--- config.mk ---
export PLATFORM = sky130hd
export DESIGN_NAME = mac_accum_pipeline
export DESIGN_NICKNAME = d
export VERILOG_FILES = /design/src/rtl/mixer_pkg.sv /design/src/rtl/mac_product_stage.sv /design/src/rtl/mac_accum_pipeline.sv
export SDC_FILE = /design/constraint.sdc
export NUM_CORES = 1
export LEC_CHECK = 0
export CORE_MARGIN = 1
export CORE_UTILIZATION = 30
export CTS_BUF_LIST = sky130_fd_sc_hd__clkbuf_2
export CTS_CLUSTER_DIAMETER = 50
export CTS_CLUSTER_SIZE = 8
export DETAILED_ROUTE_END_ITERATION = 10
export HOLD_SLACK_MARGIN = 0.15
export PLACE_DENSITY = 0.51
export SKIP_LAST_GASP = 1
export SLEW_MARGIN = 0
export SYNTH_ARGS = -nofsm -noshare
export SYNTH_HDL_FRONTEND = slang
export SYNTH_SLANG_ARGS = --single-unit
--- constraint.sdc ---
create_clock -name clk -period 7.54 [get_ports clk]
set_input_delay 1.508 -clock clk [delete_from_list [all_inputs] [get_ports clk]]
set_output_delay 1.508 -clock clk [all_outputs]
set_load 0.03 [all_outputs]
--- src/rtl/mixer_pkg.sv ---
// Shared width defaults and fixed-point helpers for the MLP-mixer datapath.
package mixer_pkg;

    localparam int A_BITS_DEF   = 8;
    localparam int B_BITS_DEF   = 8;
    localparam int ACC_BITS_DEF = 24;
    localparam int OUT_BITS_DEF = 16;
    localparam int LEN_BITS_DEF = 8;

    // Arithmetic right shift with round-half-up; sh = 0 passes the value through.
    // Worked at 64 bits so any accumulator up to 62 bits gets its one guard bit.
    function automatic logic signed [63:0] round_shr(input logic signed [63:0] x,
                                                     input int sh);
        logic signed [63:0] r;
        if (sh > 0)
            r = (x + (64'sd1 <<< (sh - 1))) >>> sh;
        else
            r = x;
        return r;
    endfunction

    // Clamp a wide signed value into the range of a w-bit signed number.
    function automatic logic signed [63:0] sat_signed(input logic signed [63:0] x,
                                                      input int w);
        logic signed [63:0] hi;
        logic signed [63:0] lo;
        logic signed [63:0] r;
        hi = (64'sd1 <<< (w - 1)) - 64'sd1;
        lo = -hi - 64'sd1;
        if (x > hi)
            r = hi;
        else if (x < lo)
            r = lo;
        else
            r = x;
        return r;
    endfunction

endpackage

--- src/rtl/mac_product_stage.sv ---
// S1 of the MAC pipeline: registered full-width signed product plus its
// first/last/shift tags, frozen while the downstream pipeline is stalled.
module mac_product_stage #(
    parameter int A_BITS  = 8,
    parameter int B_BITS  = 8,
    parameter int SH_BITS = 5
)(
    input  logic                             clk,
    input  logic                             rst,
    input  logic                             i_hold,
    input  logic                             i_vld,
    input  logic signed [A_BITS-1:0]         i_a,
    input  logic signed [B_BITS-1:0]         i_b,
    input  logic                             i_first,
    input  logic                             i_last,
    input  logic [SH_BITS-1:0]               i_shift,
    output logic                             o_vld_p1,
    output logic signed [A_BITS+B_BITS-1:0]  o_prod_p1,
    output logic                             o_first_p1,
    output logic                             o_last_p1,
    output logic [SH_BITS-1:0]               o_shift_p1
);

    logic signed [A_BITS+B_BITS-1:0] w_prod;

    assign w_prod = i_a * i_b;

    // Stage valid: advances with the pipeline, frozen on hold.
    always_ff @(posedge clk or posedge rst) begin
        if (rst)
            o_vld_p1 <= 1'b0;
        else if (!i_hold)
            o_vld_p1 <= i_vld;
    end

    // Product and tags: only captured for a real beat, so bubbles leave them untouched.
    always_ff @(posedge clk) begin
        if (!i_hold && i_vld) begin
            o_prod_p1  <= w_prod;
            o_first_p1 <= i_first;
            o_last_p1  <= i_last;
            o_shift_p1 <= i_shift;
        end
    end

endmodule

--- src/rtl/mac_accum_pipeline.sv ---
// Signed multiply-accumulate over last-delimited vectors, then round, shift
// and saturate one result per vector. Pipeline: S1 product, S2 accumulate,
// S3 round/shift, output register with saturation.
module mac_accum_pipeline
    import mixer_pkg::*;
#(
    parameter int A_BITS   = A_BITS_DEF,
    parameter int B_BITS   = B_BITS_DEF,
    parameter int ACC_BITS = ACC_BITS_DEF,
    parameter int OUT_BITS = OUT_BITS_DEF,
    parameter int LEN_BITS = LEN_BITS_DEF,
    parameter int SH_BITS  = $clog2(ACC_BITS)
)(
    input  logic                       clk,
    input  logic                       rst,
    input  logic                       in_valid,
    output logic                       in_ready,
    input  logic signed [A_BITS-1:0]   in_a,
    input  logic signed [B_BITS-1:0]   in_b,
    input  logic                       in_last,
    input  logic [SH_BITS-1:0]         in_shift,
    output logic                       out_valid,
    input  logic                       out_ready,
    output logic signed [OUT_BITS-1:0] out_data,
    output logic                       out_sat,
    output logic [LEN_BITS-1:0]        out_len
);

    logic                             w_stall;
    logic                             w_fire;
    logic                             r_first_pend;

    logic                             w_vld_p1;
    logic signed [A_BITS+B_BITS-1:0]  w_prod_p1;
    logic                             w_first_p1;
    logic                             w_last_p1;
    logic [SH_BITS-1:0]               w_shift_p1;
    logic signed [ACC_BITS-1:0]       w_prod_ext;

    logic                             r_vld_p2;
    logic                             r_last_p2;
    logic signed [ACC_BITS-1:0]       r_acc_p2;
    logic [LEN_BITS-1:0]              r_len_p2;
    logic [SH_BITS-1:0]               r_sh_p2;

    logic                             r_vld_p3;
    logic signed [ACC_BITS:0]         r_rnd_p3;
    logic [LEN_BITS-1:0]              r_len_p3;

    logic signed [63:0]               w_rnd_wide;
    logic signed [63:0]               w_rnd_p3_wide;
    logic signed [63:0]               w_sat_wide;
    logic                             w_sat;
    logic                             w_unused_bits;

    // Backpressure freezes every stage at once, so in_ready depends only on the output side.
    assign w_stall  = out_valid & ~out_ready;
    assign in_ready = ~w_stall;
    assign w_fire   = in_valid & in_ready;

    assign w_prod_ext    = ACC_BITS'(w_prod_p1);
    assign w_rnd_wide    = round_shr(64'(r_acc_p2), int'(r_sh_p2));
    assign w_rnd_p3_wide = 64'(r_rnd_p3);
    assign w_sat_wide    = sat_signed(w_rnd_p3_wide, OUT_BITS);
    assign w_sat         = (w_sat_wide != w_rnd_p3_wide);
    // Sign-duplicate high bits of the wide helpers carry no information.
    assign w_unused_bits = ^{w_rnd_wide[63:ACC_BITS+1], w_sat_wide[63:OUT_BITS]};

    // Track vector boundaries: the beat after reset or after a last beat is a first beat.
    always_ff @(posedge clk or posedge rst) begin
        if (rst)
            r_first_pend <= 1'b1;
        else if (w_fire)
            r_first_pend <= in_last;
    end

    // ---- S1: product register ----
    mac_product_stage #(
        .A_BITS (A_BITS),
        .B_BITS (B_BITS),
        .SH_BITS(SH_BITS)
    ) u_product (
        .clk       (clk),
        .rst       (rst),
        .i_hold    (w_stall),
        .i_vld     (w_fire),
        .i_a       (in_a),
        .i_b       (in_b),
        .i_first   (r_first_pend),
        .i_last    (in_last),
        .i_shift   (in_shift),
        .o_vld_p1  (w_vld_p1),
        .o_prod_p1 (w_prod_p1),
        .o_first_p1(w_first_p1),
        .o_last_p1 (w_last_p1),
        .o_shift_p1(w_shift_p1)
    );

    // ---- S2: accumulate; shift amount latched from the first beat only ----
    always_ff @(posedge clk or posedge rst) begin
        if (rst) begin
            r_vld_p2  <= 1'b0;
            r_last_p2 <= 1'b0;
            r_acc_p2  <= '0;
            r_len_p2  <= '0;
            r_sh_p2   <= '0;
        end else if (!w_stall) begin
            r_vld_p2 <= w_vld_p1;
            if (w_vld_p1) begin
                r_last_p2 <= w_last_p1;
                if (w_first_p1) begin
                    r_acc_p2 <= w_prod_ext;
                    r_len_p2 <= LEN_BITS'(1);
                    r_sh_p2  <= w_shift_p1;
                end else begin
                    r_acc_p2 <= r_acc_p2 + w_prod_ext;
                    r_len_p2 <= r_len_p2 + LEN_BITS'(1);
                end
            end
        end
    end

    // ---- S3: round and shift the finished sum of a vector ----
    always_ff @(posedge clk or posedge rst) begin
        if (rst)
            r_vld_p3 <= 1'b0;
        else if (!w_stall)
            r_vld_p3 <= r_vld_p2 & r_last_p2;
    end

    // S3 data: captured only when a vector completes.
    always_ff @(posedge clk) begin
        if (!w_stall && r_vld_p2 && r_last_p2) begin
            r_rnd_p3 <= w_rnd_wide[ACC_BITS:0];
            r_len_p3 <= r_len_p2;
        end
    end

    // ---- Output register: saturate; loads straight over an accepted result ----
    always_ff @(posedge clk or posedge rst) begin
        if (rst) begin
            out_valid <= 1'b0;
            out_data  <= '0;
            out_sat   <= 1'b0;
            out_len   <= '0;
        end else if (!w_stall) begin
            out_valid <= r_vld_p3;
            if (r_vld_p3) begin
                out_data <= w_sat_wide[OUT_BITS-1:0];
                out_sat  <= w_sat;
                out_len  <= r_len_p3;
            end
        end
    end

endmodule
# Word-level counts from Yosys, hierarchy flattened

Cells that the tools add are included.

Output and inout port bits: 27
Bits in registers: 124
Input bits: 26

Reduce and logical (&&, ||, !) cells: 7
$lt $le $gt $ge: 3
Eq/ne operators: 1
Shift-type cells: 2
$add $sub $neg: 4
$mul: 1
Bitwise logic cells: 5
Mux-type cells: 5

Operators with widths:

| operator               | number |
|---|---|
| $mux 64                | 2 |
| $add 24x64->64         | 1 |
| $ne 64x25->1           | 1 |
| $sshl 2x32->64 const A | 1 |
| $sshr 64x5->25         | 1 |
| $gt 25x16->1 const B   | 1 |
| $lt 25x16->1 const B   | 1 |
| $mux 25                | 1 |
| $add 24x16->24         | 1 |
| $mux 24                | 1 |
| $mul 8x8->16           | 1 |
| $add 8x1->8 const B    | 1 |
| $mux 8                 | 1 |
| $sub 5x1->6 const B    | 1 |
| $gt 5x1->1 const B     | 1 |
| $reduce_and 2->1       | 2 |
| $and 1x1->1            | 3 |
| $logic_and 1x1->1      | 3 |
| $reduce_and 3->1       | 1 |
| $not 1->1              | 2 |
| $logic_not 1->1        | 1 |

# Depth between registers and ports, before layout

Depth in word-level cells: 5
Gate-level depth with buffers: 25

# Hierarchy

From an unflattened synthesis, not the netlist that was laid out.

Cells, all modules: 1995
Area, all modules: 16289.4 um2

Modules (own cells, without submodules):

| module             | area an instance (um2) | cells an instance | instances | seq. area each (um2) |
|---|---|---|---|---|
| mac_accum_pipeline | 13020.0                | 1679              | 1         | 2668.8 |
| mac_product_stage  | 3269.4                 | 316               | 1         | 715.7 |

# Worst setup path after synthesis

OpenSTA, ideal clock, no wires.

Path type: register -> register
From: reg r_sh_p2[0]
To: reg r_rnd_p3[20], data pin
Setup time: 0.149 ns
Stages on the path, launching flop included: 24
Slack: 1.190 ns
Clock period less this slack: 6.350 ns
Arrival time: 6.201 ns
Data required time: 7.391 ns
Cell sequence: dfrtp_1 -> clkbuf_1 -> inv_2 -> buf_1 -> clkbuf_1 -> clkbuf_1 -> ha_1 -> nand2_1 -> xnor2_1 -> nand3_1 -> or2_2 -> fa_1 -> nor2b_1 -> o31a_1 -> o31ai_2 -> a211oi_2 -> o31ai_4 -> a2111oi_4 -> o21ai_2 -> and3_4 -> or2_0 -> mux4_2 -> mux4_2 -> mux2i_1

Longest elaborated chain between the ends: 5
Elaborated cells between the ends (all ways): 6

Ends and longest elaborated chain:

| item                   | line                      | text |
|---|---|---|
| start, declared        | mac_accum_pipeline.sv:44  | `logic [SH_BITS-1:0] r_sh_p2;` |
| start signal, assigned | mac_accum_pipeline.sv:114 | `r_sh_p2 <= w_shift_p1;` |
| $sub 5x1->6            | mixer_pkg.sv:16           | `r = (x + (64'sd1 <<< (sh - 1))) >>> sh;` |
| $sshl 2x32->64         | mixer_pkg.sv:16           |  |
| $add 24x64->64         | mixer_pkg.sv:16           |  |
| $sshr 64x5->25         | mixer_pkg.sv:16           |  |
| $mux 25 *              | mixer_pkg.sv:15           | `if (sh > 0)` |
| net w_rnd_wide[20]     | mac_accum_pipeline.sv:50  | `logic signed [63:0] w_rnd_wide;` |
| end signal, assigned   | mac_accum_pipeline.sv:134 | `r_rnd_p3 <= w_rnd_wide[ACC_BITS:0];` |
| end, declared          | mac_accum_pipeline.sv:47  | `logic signed [ACC_BITS:0] r_rnd_p3;` |

The timed path passes the listed nets; every way through them passes the cells marked *.
A chain may end at the register's enable or synchronous reset.

# Worst setup path after layout

From: reg r_sh_p2[0]
To: reg r_rnd_p3[22], data pin

Same word-level chain as after synthesis.

==> metrics.md <==
| Metric | Value |
|---|---|
| Buffers on Ports | `52` |
| Flops & latches, synth | `124` |
| F_max | `159 MHz` |
| Vias | `13,800` |
| Final Cycle Share | `0.837` |
| Final hold violations | `0` |
| Sequential share of the synthesized area | `0.219` |
| Final Skew | `47.5 ps` |
| Post-synth EDFFs | `56` |
| CP Max Fanout | `17` |
| Post-synthesis area per instance | `8.34 µm²` |
| WP data required | `8080 ps` |
| Core Rows | `82` |
| Post-CTS setup buffer count | `0` |
| Area added between synthesis and finish | `9.24%` |
| Met3 wire len | `2040 µm` |
| CTS tree | `yes` |
| Share of cells above drive strength 1 | `0.0779` |
| Post-route DRC violation count | `0` |
| Vias in the first global route | `13,300` |
| Synth Instances | `1,855` |
| Core Area | `0.0505 mm²` |
| Post-synth top area cell | `edfxtp_1` |
| Slew HR | `0.187` |
| Top-count cell post-synth | `nand2_1` |
| Root buf cell | `clkbuf_2` |
| GRT Overall Usage | `0.172` |
| Commonest cells in the netlist | `nand2_1, nor2_1, a21oi_1` |
| Post-route minimum period | `6310 ps` |
| # setup viols final | `0` |
| Average routed wire per standard cell | `17.8 µm` |
| Final #Nets | `2,068` |
| Worst Setup SP | `r_sh_p2[0]` |
| Hold Path Class | `reg -> reg` |
| Reg2reg end | `r_rnd_p3[22]` |
| Wl on met1 | `21,300 µm` |
| RD Place Congestion | `0.919` |
| Routed WL | `45,600 µm` |
| Drt pass-1 iters | `5` |
| Pins over their slew limit | `0` |
| Cell variety after synth | `93` |
| Die area | `0.0525 mm²` |
| Hold Path Stages | `2` |
| Met2 wire len | `21,100 µm` |
| Hold buffer count at CTS | `0` |
| CTS Buf Count | `17` |
| Hold endpoint | `out_len[1]` |
| Die Y-Extent | `229 µm` |
| Largest cells by area after synthesis | `edfxtp_1, dfrtp_1, ha_1, fa_1, mux4_2` |
| Crit end category | `flop` |
| Hold_sp | `r_len_p3[1]` |
| First-pass GRT wire length | `73,500 µm` |
| Post-detail-place hpwl | `36,000 µm` |
| FF-to-FF path depth | `19` |
| Async SR Flop Fraction | `0.548` |
| Crit path DAT | `6850 ps` |
| Worst-Margin Slew | `1220 ps` |
| CP max stage cell | `ha_1` |
| Post-cts sizing count | `0` |
| CTS H-tree depth | `4` |
| Initial antenna violation count | `1` |
| Fin Setup TNS | `0 ps` |
| # diodes | `0` |
| Outcome | `finished clean` |
| Synth top area share | `0.109` |
| Ys Warns | `0` |
| RSZ-0062 raised after global routing | `false` |
| Clk sinks | `124` |
| Routed vias/inst | `5.40` |
| Largest stage delay on the critical path | `580 ps` |
| First DRT Iteration DRCs | `1,287` |
| Clock Pin Slew Worst Setup and Hold Paths | `230 ps` |
| Setup WS post-layout | `1230 ps` |
| Worst path cell trace | `inv_2, ha_1, nor3_1, a21o_1, a22oi_1, nand2b_1, nor2_1, ha_1, a21oi_1, o21bai_1, o21a_1, nor2_1, nor3b_1, nand4_1, and4_1, or3_1, mux4_1, or3_1, nand4_1` |
| Reg-to-reg critical path startpoint | `r_sh_p2[0]` |
| Largest net degree at the start of global routing | `69` |
| R2r setup slk | `1230 ps` |
| Clock latency on the worst-skew pair | `690 ps` |
| I/O pin count | `53` |
| Grt total ovfl | `0` |
| Routed Antenna Nets | `0` |
| CP Class | `reg -> reg` |
| Initial core utilization | `0.306` |
| Dpl ws | `996 ps` |
| Mapped Area | `0.0155 mm²` |
| Top routing layer in use | `met5` |
| Critical Path Start Type | `flop` |
| Die width | `229 µm` |
| Main synth FF type | `dfrtp_1` |
| Clk buf depth | `2` |
| Max Cap Violations | `0` |
metal layers:
layer  up-vias  global-route usage
met3        67              0.0174
met2       345               0.283
met4         2              0.0485
met1      6632               0.238
li1       6774                   -
met5         -                   0
flip-flops by register name, summed over array words and instances (netlist names):
name / cells
r_rnd_p3: 25
r_acc_p2: 24
out_data: 16
u_product.o_prod_p1: 16
out_len: 8
r_len_p2: 8
r_len_p3: 8
r_sh_p2: 5
u_product.o_shift_p1: 5
out_sat: 1
out_valid: 1
r_first_pend: 1
r_last_p2: 1
r_vld_p2: 1
r_vld_p3: 1
u_product.o_first_p1: 1
u_product.o_last_p1: 1
u_product.o_vld_p1: 1
logic make-up (layout without fill, tap and decap cells):
group           count (synthesis)  in the layout  share of synthesized area
simple gates                  655            655                      0.203
compound gates                524            524                      0.222
buf+inv                       207            217                     0.0520
fa+ha+maj                     168            168                      0.164
flops                         124            124                      0.219
mux                           107            107                      0.101
xor+xnor                       69             69                     0.0391
other cells                     1             23                   0.000242
worst max-delay path by stage:
stage | slack [ps] | cells past startpoint | end
2_1_floorplan | 1190 | 23 | r_rnd_p3[20]
3_3_place_gp | 1070 | 19 | u_product.o_prod_p1[15]
3_5_place_dp | 1000 | 19 | u_product.o_prod_p1[15]
4_1_cts | 1390 | 20 | r_rnd_p3[20]
5_1_grt | 870 | 20 | r_rnd_p3[19]
6_report | 1230 | 19 | r_rnd_p3[22]
cell usage in the layout, fill, tap and decap left out, types with 10 or more instances in the layout:
cell type and count:
mux2_2 24, xor2_1 21, nor2_1 161, nor2b_1 11
a22oi_1 10, o21a_1 20, nor4_1 13, clkbuf_2 17
nand2b_1 42, mux2i_1 47, a211oi_1 36, o21ai_0 105
a221oi_1 10, edfxtp_1 56, buf_4 18, a31oi_1 22
xnor2_1 48, clkdlybuf4s50_1 52, dfrtp_1 65, nand3_1 40
mux4_2 35, or3_1 13, ha_1 111, o211ai_1 15
a21o_1 47, fa_1 57, and2_1 63, o21bai_1 17
inv_1 110, a211o_1 10, nand4_1 23, nor3_1 50
and3_1 12, a21oi_1 148, conb_1 23, nand2_1 197
worst max-delay path, delay by kind of cell, from the launching register on:
family / cells / cell delay (ps)
mux: 1 / 550
simple gates: 10 / 2570
buf+inv: 1 / 300
fa+ha+maj: 2 / 950
compound gates: 5 / 1350
flops: 1 / 460
stage by stage:
stage,cell area [µm²],util,instances,hold slack (ps)
after global placement,16700,0.330,2527,430
final,16900,0.335,2559,453
after detailed placement,16700,0.330,2527,435
after floorplan,15600,-,1877,415
after CTS,16900,0.335,2559,443
after global routing,16900,0.335,2559,452
layout make-up:
class,instances,area (µm²)
Multi-Input combinational cell,1546,11400
Clock inverter,15,135
Tap cell,672,841
Sequential cell,124,3390
Fill cell,5396,33600
Timing Repair Buffer,70,656
Clock buffer,17,85.1
Inverter,115,432
Power is not shown: default switching activity piles up to over one toggle a cycle in this logic, so the estimate is an artifact.
==> RTL edit 1: new RTL, config.mk and constraints unchanged <==
The package constant `B_BITS_DEF` goes from 8 to 6.
--- a/src/rtl/mixer_pkg.sv
+++ b/src/rtl/mixer_pkg.sv
@@ -3,5 +3,5 @@
 
     localparam int A_BITS_DEF   = 8;
-    localparam int B_BITS_DEF   = 8;
+    localparam int B_BITS_DEF   = 6;
     localparam int ACC_BITS_DEF = 24;
     localparam int OUT_BITS_DEF = 16;
Ports: changed (resized in_b); port bits go from 53 to 51. No check against the original RTL was run, so the function may have changed too.
==> RTL edit 1 against the original RTL <==
Hold slack improved by 15 ps; wire length decreased by 12%; worst setup slack better by 190 ps; clock skew is 19 ps lower; sequential cell count down 2; utilization is 0.25 points higher; synthesized cell count shrank 8.9%; final area down 8.7%; synthesized area down 9.1%; cell count down 9.6%; critical path type unchanged; largest cell class unchanged.
Power is not shown: default switching activity piles up to over one toggle a cycle in this logic, so the estimate is an artifact.
==> RTL edit 1: results (changes against the original RTL) <==
FILL cells=4783 (was 5396); Routed WL=40200 µm (was 45600 µm); vias in the first global route=11890 (was 13306); placed insts=2281 (was 2527); hold slack=467 ps (was 453 ps); Port Buffers=50 (was 52); Placement Cell Area=15200 µm² (was 16700 µm²); CP endpoint=r_rnd_p3[10] (was r_rnd_p3[22]); worst-path fanout max=38 (was 17); worst slack at placement=1090 ps (was 996 ps); biggest regs=r_rnd_p3 x25, r_acc_p2 x24, out_data x16 (was r_rnd_p3 x25, r_acc_p2 x24); r2r startpoint=r_sh_p2[1] (was r_sh_p2[0]); ranking of synthesized cells by area=dfrtp_1 12%, edfxtp_1 12%, ha_1 9.5% (was edfxtp_1 11%, dfrtp_1 11%, ha_1 9.0%); Hold Path End=out_len[3] (was out_len[1]); # clk buffers=18 (was 17); RePlAce Congestion=0.886 (was 0.919); Yosys cell types=81 (was 93); Layout Utilization=33.7% (was 33.5%); largest stage delay on the critical path=610 ps (was 580 ps); Least-Margin Pin Slew=1290 ps (was 1220 ps); master of the slowest instance on the critical path=or4b_4 (was ha_1); EDFF count, synth=54 (was 56); ClkCell Share=1.78% (was 1.30%); fraction of area in registers=21.6% (was 20.0%); Initial DRC Count=884 (was 1287); critical hold path startpoint=r_len_p3[3] (was r_len_p3[1]); commonest cells in the synthesized netlist=208 x nand2_1, 143 x a21oi_1, 143 x nor2_1 (was 197 x nand2_1, 161 x nor2_1, 148 x a21oi_1); sequential cell count=122 (was 124); detailed placer's ending HPWL=31400 µm (was 36000 µm); mean number of vias per cell=5.36 (was 5.40); Critical Path AT=6660 ps (was 6850 ps); Post-Syn Instances=1689 (was 1855); Multi-In Gates=1414 (was 1546); initial antenna violation count=0 (was 1); Synth Area per Inst=8.33 µm² (was 8.34 µm²); Signal inverters=79 (was 115); register area share after synthesis=23.6% (was 21.9%); total track usage=16.9% (was 17.2%); min Tclk post-route=6120 ps (was 6310 ps); status=completed (unchanged); NonClk Buf Share=4.02% (was 3.88%); Finished Layout Cells=2313 (was 2559); r2r setup slk=1420 ps (was 1230 ps); drt pass-1 iters=7 (was 5); first-pass GRT wire length=65100 µm (was 73500 µm); Non-clk bufs=66 (was 70); delay-heaviest family, CP=compound AO/OA/AOI/OAI gates (was simple AND/OR/NAND/NOR gates); multi-input combinational area share=65.9% (was 67.2%); Fin Clk Skew=28.8 ps (was 47.5 ps); layout cells sized above 1=7.59% (was 7.79%); Async S/R FF share, synth=55.7% (was 54.8%); CTS root buf=clkbuf_2 (unchanged); Reg2Reg Depth=20 (was 19); Worst-path clk slew=210 ps (was 230 ps)
RTL edit 1: cells by family (layout without fill, tap and decap cells):
logic type | Yosys count | after routing | share of synthesized area [%]
AOI/OAI and AO/OA | 487 | 487 | 22.9
xor gates and xnor gates | 76 | 76 | 4.73
adders and majority gates | 143 | 143 | 14.6
buffers and inverters | 175 | 177 | 4.68
DFF | 122 | 122 | 23.6
muxes | 111 | 111 | 10.3
other | 1 | 23 | 0.0267
and+or+nand+nor | 574 | 574 | 19.1
RTL edit 1: routing by layer:
| layer | share of wire, % | up-vias | track usage [%] |
|---|---|---|---|
| met4 | 1.5 | 0 | 3.64 |
| li1 | - | 6179 | - |
| met1 | 48 | 5942 | 23.5 |
| met3 | 3.8 | 35 | 1.75 |
| met2 | 47 | 243 | 28.2 |
| met5 | 0 | - | 0 |
==> RTL edit 2: new RTL, same flow settings <==
Without the edit above. Make the reset (`rst`) synchronous in 5 clocked blocks.
--- a/src/rtl/mac_product_stage.sv
+++ b/src/rtl/mac_product_stage.sv
@@ -27,5 +27,5 @@
 
     // Stage valid: advances with the pipeline, frozen on hold.
-    always_ff @(posedge clk or posedge rst) begin
+    always_ff @(posedge clk) begin
         if (rst)
             o_vld_p1 <= 1'b0;
--- a/src/rtl/mac_accum_pipeline.sv
+++ b/src/rtl/mac_accum_pipeline.sv
@@ -68,5 +68,5 @@
 
     // Track vector boundaries: the beat after reset or after a last beat is a first beat.
-    always_ff @(posedge clk or posedge rst) begin
+    always_ff @(posedge clk) begin
         if (rst)
             r_first_pend <= 1'b1;
@@ -98,5 +98,5 @@
 
     // ---- S2: accumulate; shift amount latched from the first beat only ----
-    always_ff @(posedge clk or posedge rst) begin
+    always_ff @(posedge clk) begin
         if (rst) begin
             r_vld_p2  <= 1'b0;
@@ -122,5 +122,5 @@
 
     // ---- S3: round and shift the finished sum of a vector ----
-    always_ff @(posedge clk or posedge rst) begin
+    always_ff @(posedge clk) begin
         if (rst)
             r_vld_p3 <= 1'b0;
@@ -138,5 +138,5 @@
 
     // ---- Output register: saturate; loads straight over an accepted result ----
-    always_ff @(posedge clk or posedge rst) begin
+    always_ff @(posedge clk) begin
         if (rst) begin
             out_valid <= 1'b0;
Formal check against the unedited RTL: not equivalent (Yosys sat finds a counterexample within 10 cycles, from zero or initial values and one cycle with rst high; the reset may be asserted at any time).
==> RTL edit 2 against the original RTL <==
Via count increased by 4.3%; sequential cell count unchanged; sequential share of layout area shrank 2.2 points; wire length grew 6.0%; die area increased by 0.81%; synthesized area grew 0.82%; fmax is 1.9% higher; worst setup slack better by 120 ps; final area rose by 0.93%; utilization decreased by 0.23 points; critical path depth decreased by 1; critical path type unchanged; critical endpoint is now r_rnd_p3[19]; highest routed layer is now met4.
==> RTL edit 2: results (changes against the original RTL) <==
status=completed (unchanged); Worst-path clk slew=240 ps; Final #Nets=2130 (was 2068); Routed WL=48300 µm (was 45600 µm); layout cells sized above 1=7.54% (was 7.79%); Hold Path Stages=0 (was 2); register area share after synthesis=19.5% (was 21.9%); met2 Track Usage GR=30.2% (was 28.3%); critical hold path startpoint=r_first_pend (was r_len_p3[1]); Critical Path AT=6610 ps (was 6850 ps); vias in the first global route=13682 (was 13306); largest net degree at the start of global routing=66 (was 69); Reg2Reg Depth=18 (was 19); worst-path fanout max=26 (was 17); initial antenna violation count=0 (was 1); Main synth FF type=dfxtp_1 (was dfrtp_1); r2r setup slk=1350 ps (was 1230 ps); Rel. slew slack=40.5% (was 18.7%); first-pass GRT wire length=76300 µm (was 73500 µm); total track usage=17.9% (was 17.2%); leakage=7.04 nW; Async S/R FF share, synth=0% (was 54.8%); Fin Clk Skew=45.0 ps (was 47.5 ps); Yosys cell types=101 (was 93); largest stage delay on the critical path=550 ps (was 580 ps); GR met1 Demand/Resource=24.1% (was 23.8%); detailed placer's ending HPWL=38600 µm (was 36000 µm); Worst-Skew Late Latency=660 ps (was 690 ps); RePlAce Congestion=0.927 (was 0.919); YS warnings=0 (unchanged); ranking of synthesized cells by area=edfxtp_1 11%, ha_1 8.9%, dfxtp_1 8.7% (was edfxtp_1 11%, dfrtp_1 11%, ha_1 9.0%); commonest cells in the synthesized netlist=203 x nor2_1, 200 x nand2_1, 134 x a21oi_1 (was 197 x nand2_1, 161 x nor2_1, 148 x a21oi_1); delay-heaviest family, CP=compound AO/OA/AOI/OAI gates (was simple AND/OR/NAND/NOR gates); r2r startpoint=r_sh_p2[1] (was r_sh_p2[0]); Initial DRC Count=1092 (was 1287); VDD IR max=about 0.13 mV; TritonCTS buffer count=17 (unchanged); Clock Tree Buf Depth=2 (unchanged); total number of vias=14414 (was 13820); master of the slowest instance on the critical path=nor4_1 (was ha_1); met3 Resource Use GR=2.02% (was 1.74%); RR Endpoint=r_rnd_p3[19] (was r_rnd_p3[22]); Hold Path End=u_product.o_first_p1 (was out_len[1])
RTL edit 2: cell count changes after synthesis, sizes merged, moves of 16 or more:
cell    delta
inv       -22
nor2      +43
a311oi    +16
mux2i     +17
dfxtp     +68
dfrtp     -67
xor2      +19
a21o      -17
RTL edit 2: metrics by stage:
| step | std cells | hold slack (ps) | total power [mW] | area, µm² | worst slack [ps] |
|---|---|---|---|---|---|
| 2_1_floorplan | 1951 | 410 | 2.56 | 15700 | 1460 |
| 3_3_place_gp | 2597 | 425 | 3.04 | 16800 | 1130 |
| 3_5_place_dp | 2597 | 421 | 3.07 | 16800 | 1060 |
| 4_1_cts | 2629 | 464 | 3.56 | 17100 | 1410 |
| 5_1_grt | 2629 | 487 | 3.88 | 17100 | 973 |
| 6_report | 2629 | 463 | 3.57 | 17100 | 1350 |
RTL edit 2: worst max path at each step:
stage                     slack [ps]  depth (start not counted)                 endpoint  startpoint
after floorplan                 1460                         24             r_rnd_p3[17]  r_sh_p2[1]
after global placement          1130                         18  u_product.o_prod_p1[14]     in_b[7]
after detailed placement        1060                         18  u_product.o_prod_p1[14]     in_b[7]
after CTS                       1410                         21             r_rnd_p3[20]  r_sh_p2[1]
after global routing             970                         21             r_rnd_p3[20]  r_sh_p2[1]
final                           1350                         18             r_rnd_p3[19]  r_sh_p2[1]
RTL edit 2: power groups by stage:
stage / registers [mW] / clock network, mW / logic, mW
3_3_place_gp: 0.908 / 0 / 2.14
3_5_place_dp: 0.908 / 0 / 2.16
6_report: 0.894 / 0.474 / 2.20
4_1_cts: 0.893 / 0.490 / 2.17
5_1_grt: 0.902 / 0.516 / 2.46
2_1_floorplan: 0.870 / 0 / 1.69
RTL edit 2: final cells by class:
| type | count | area [µm²] |
|---|---|---|
| clock buffers | 18 | 90.1 |
| flip-flops and latches | 124 | 3050 |
| repair buffers | 72 | 666 |
| clock inverters | 14 | 186 |
| multi-input cells | 1626 | 11900 |
| well taps | 680 | 851 |
| inverters | 95 | 357 |
| fillers | 5445 | 34200 |
RTL edit 2: metal layers:
layer | vias to the layer above | share of wire, %
met2 | 399 | 47
met4 | 0 | 2.2
met1 | 6877 | 47
li1 | 7081 | -
met5 | - | 0
met3 | 57 | 4.3
RTL edit 2: cell families (layout without fill, tap and decap cells):
group           Yosys count  count (layout)  share of synthesized area (%)
xor+xnor                 89              89                           5.00
compound gates          545             545                           24.2
flops                   124             124                           19.5
other cells               1              23                         0.0240
mux                     101             101                           8.69
buf+inv                 201             199                           5.03
fa+ha+maj               168             168                           16.2
simple gates            700             700                           21.4
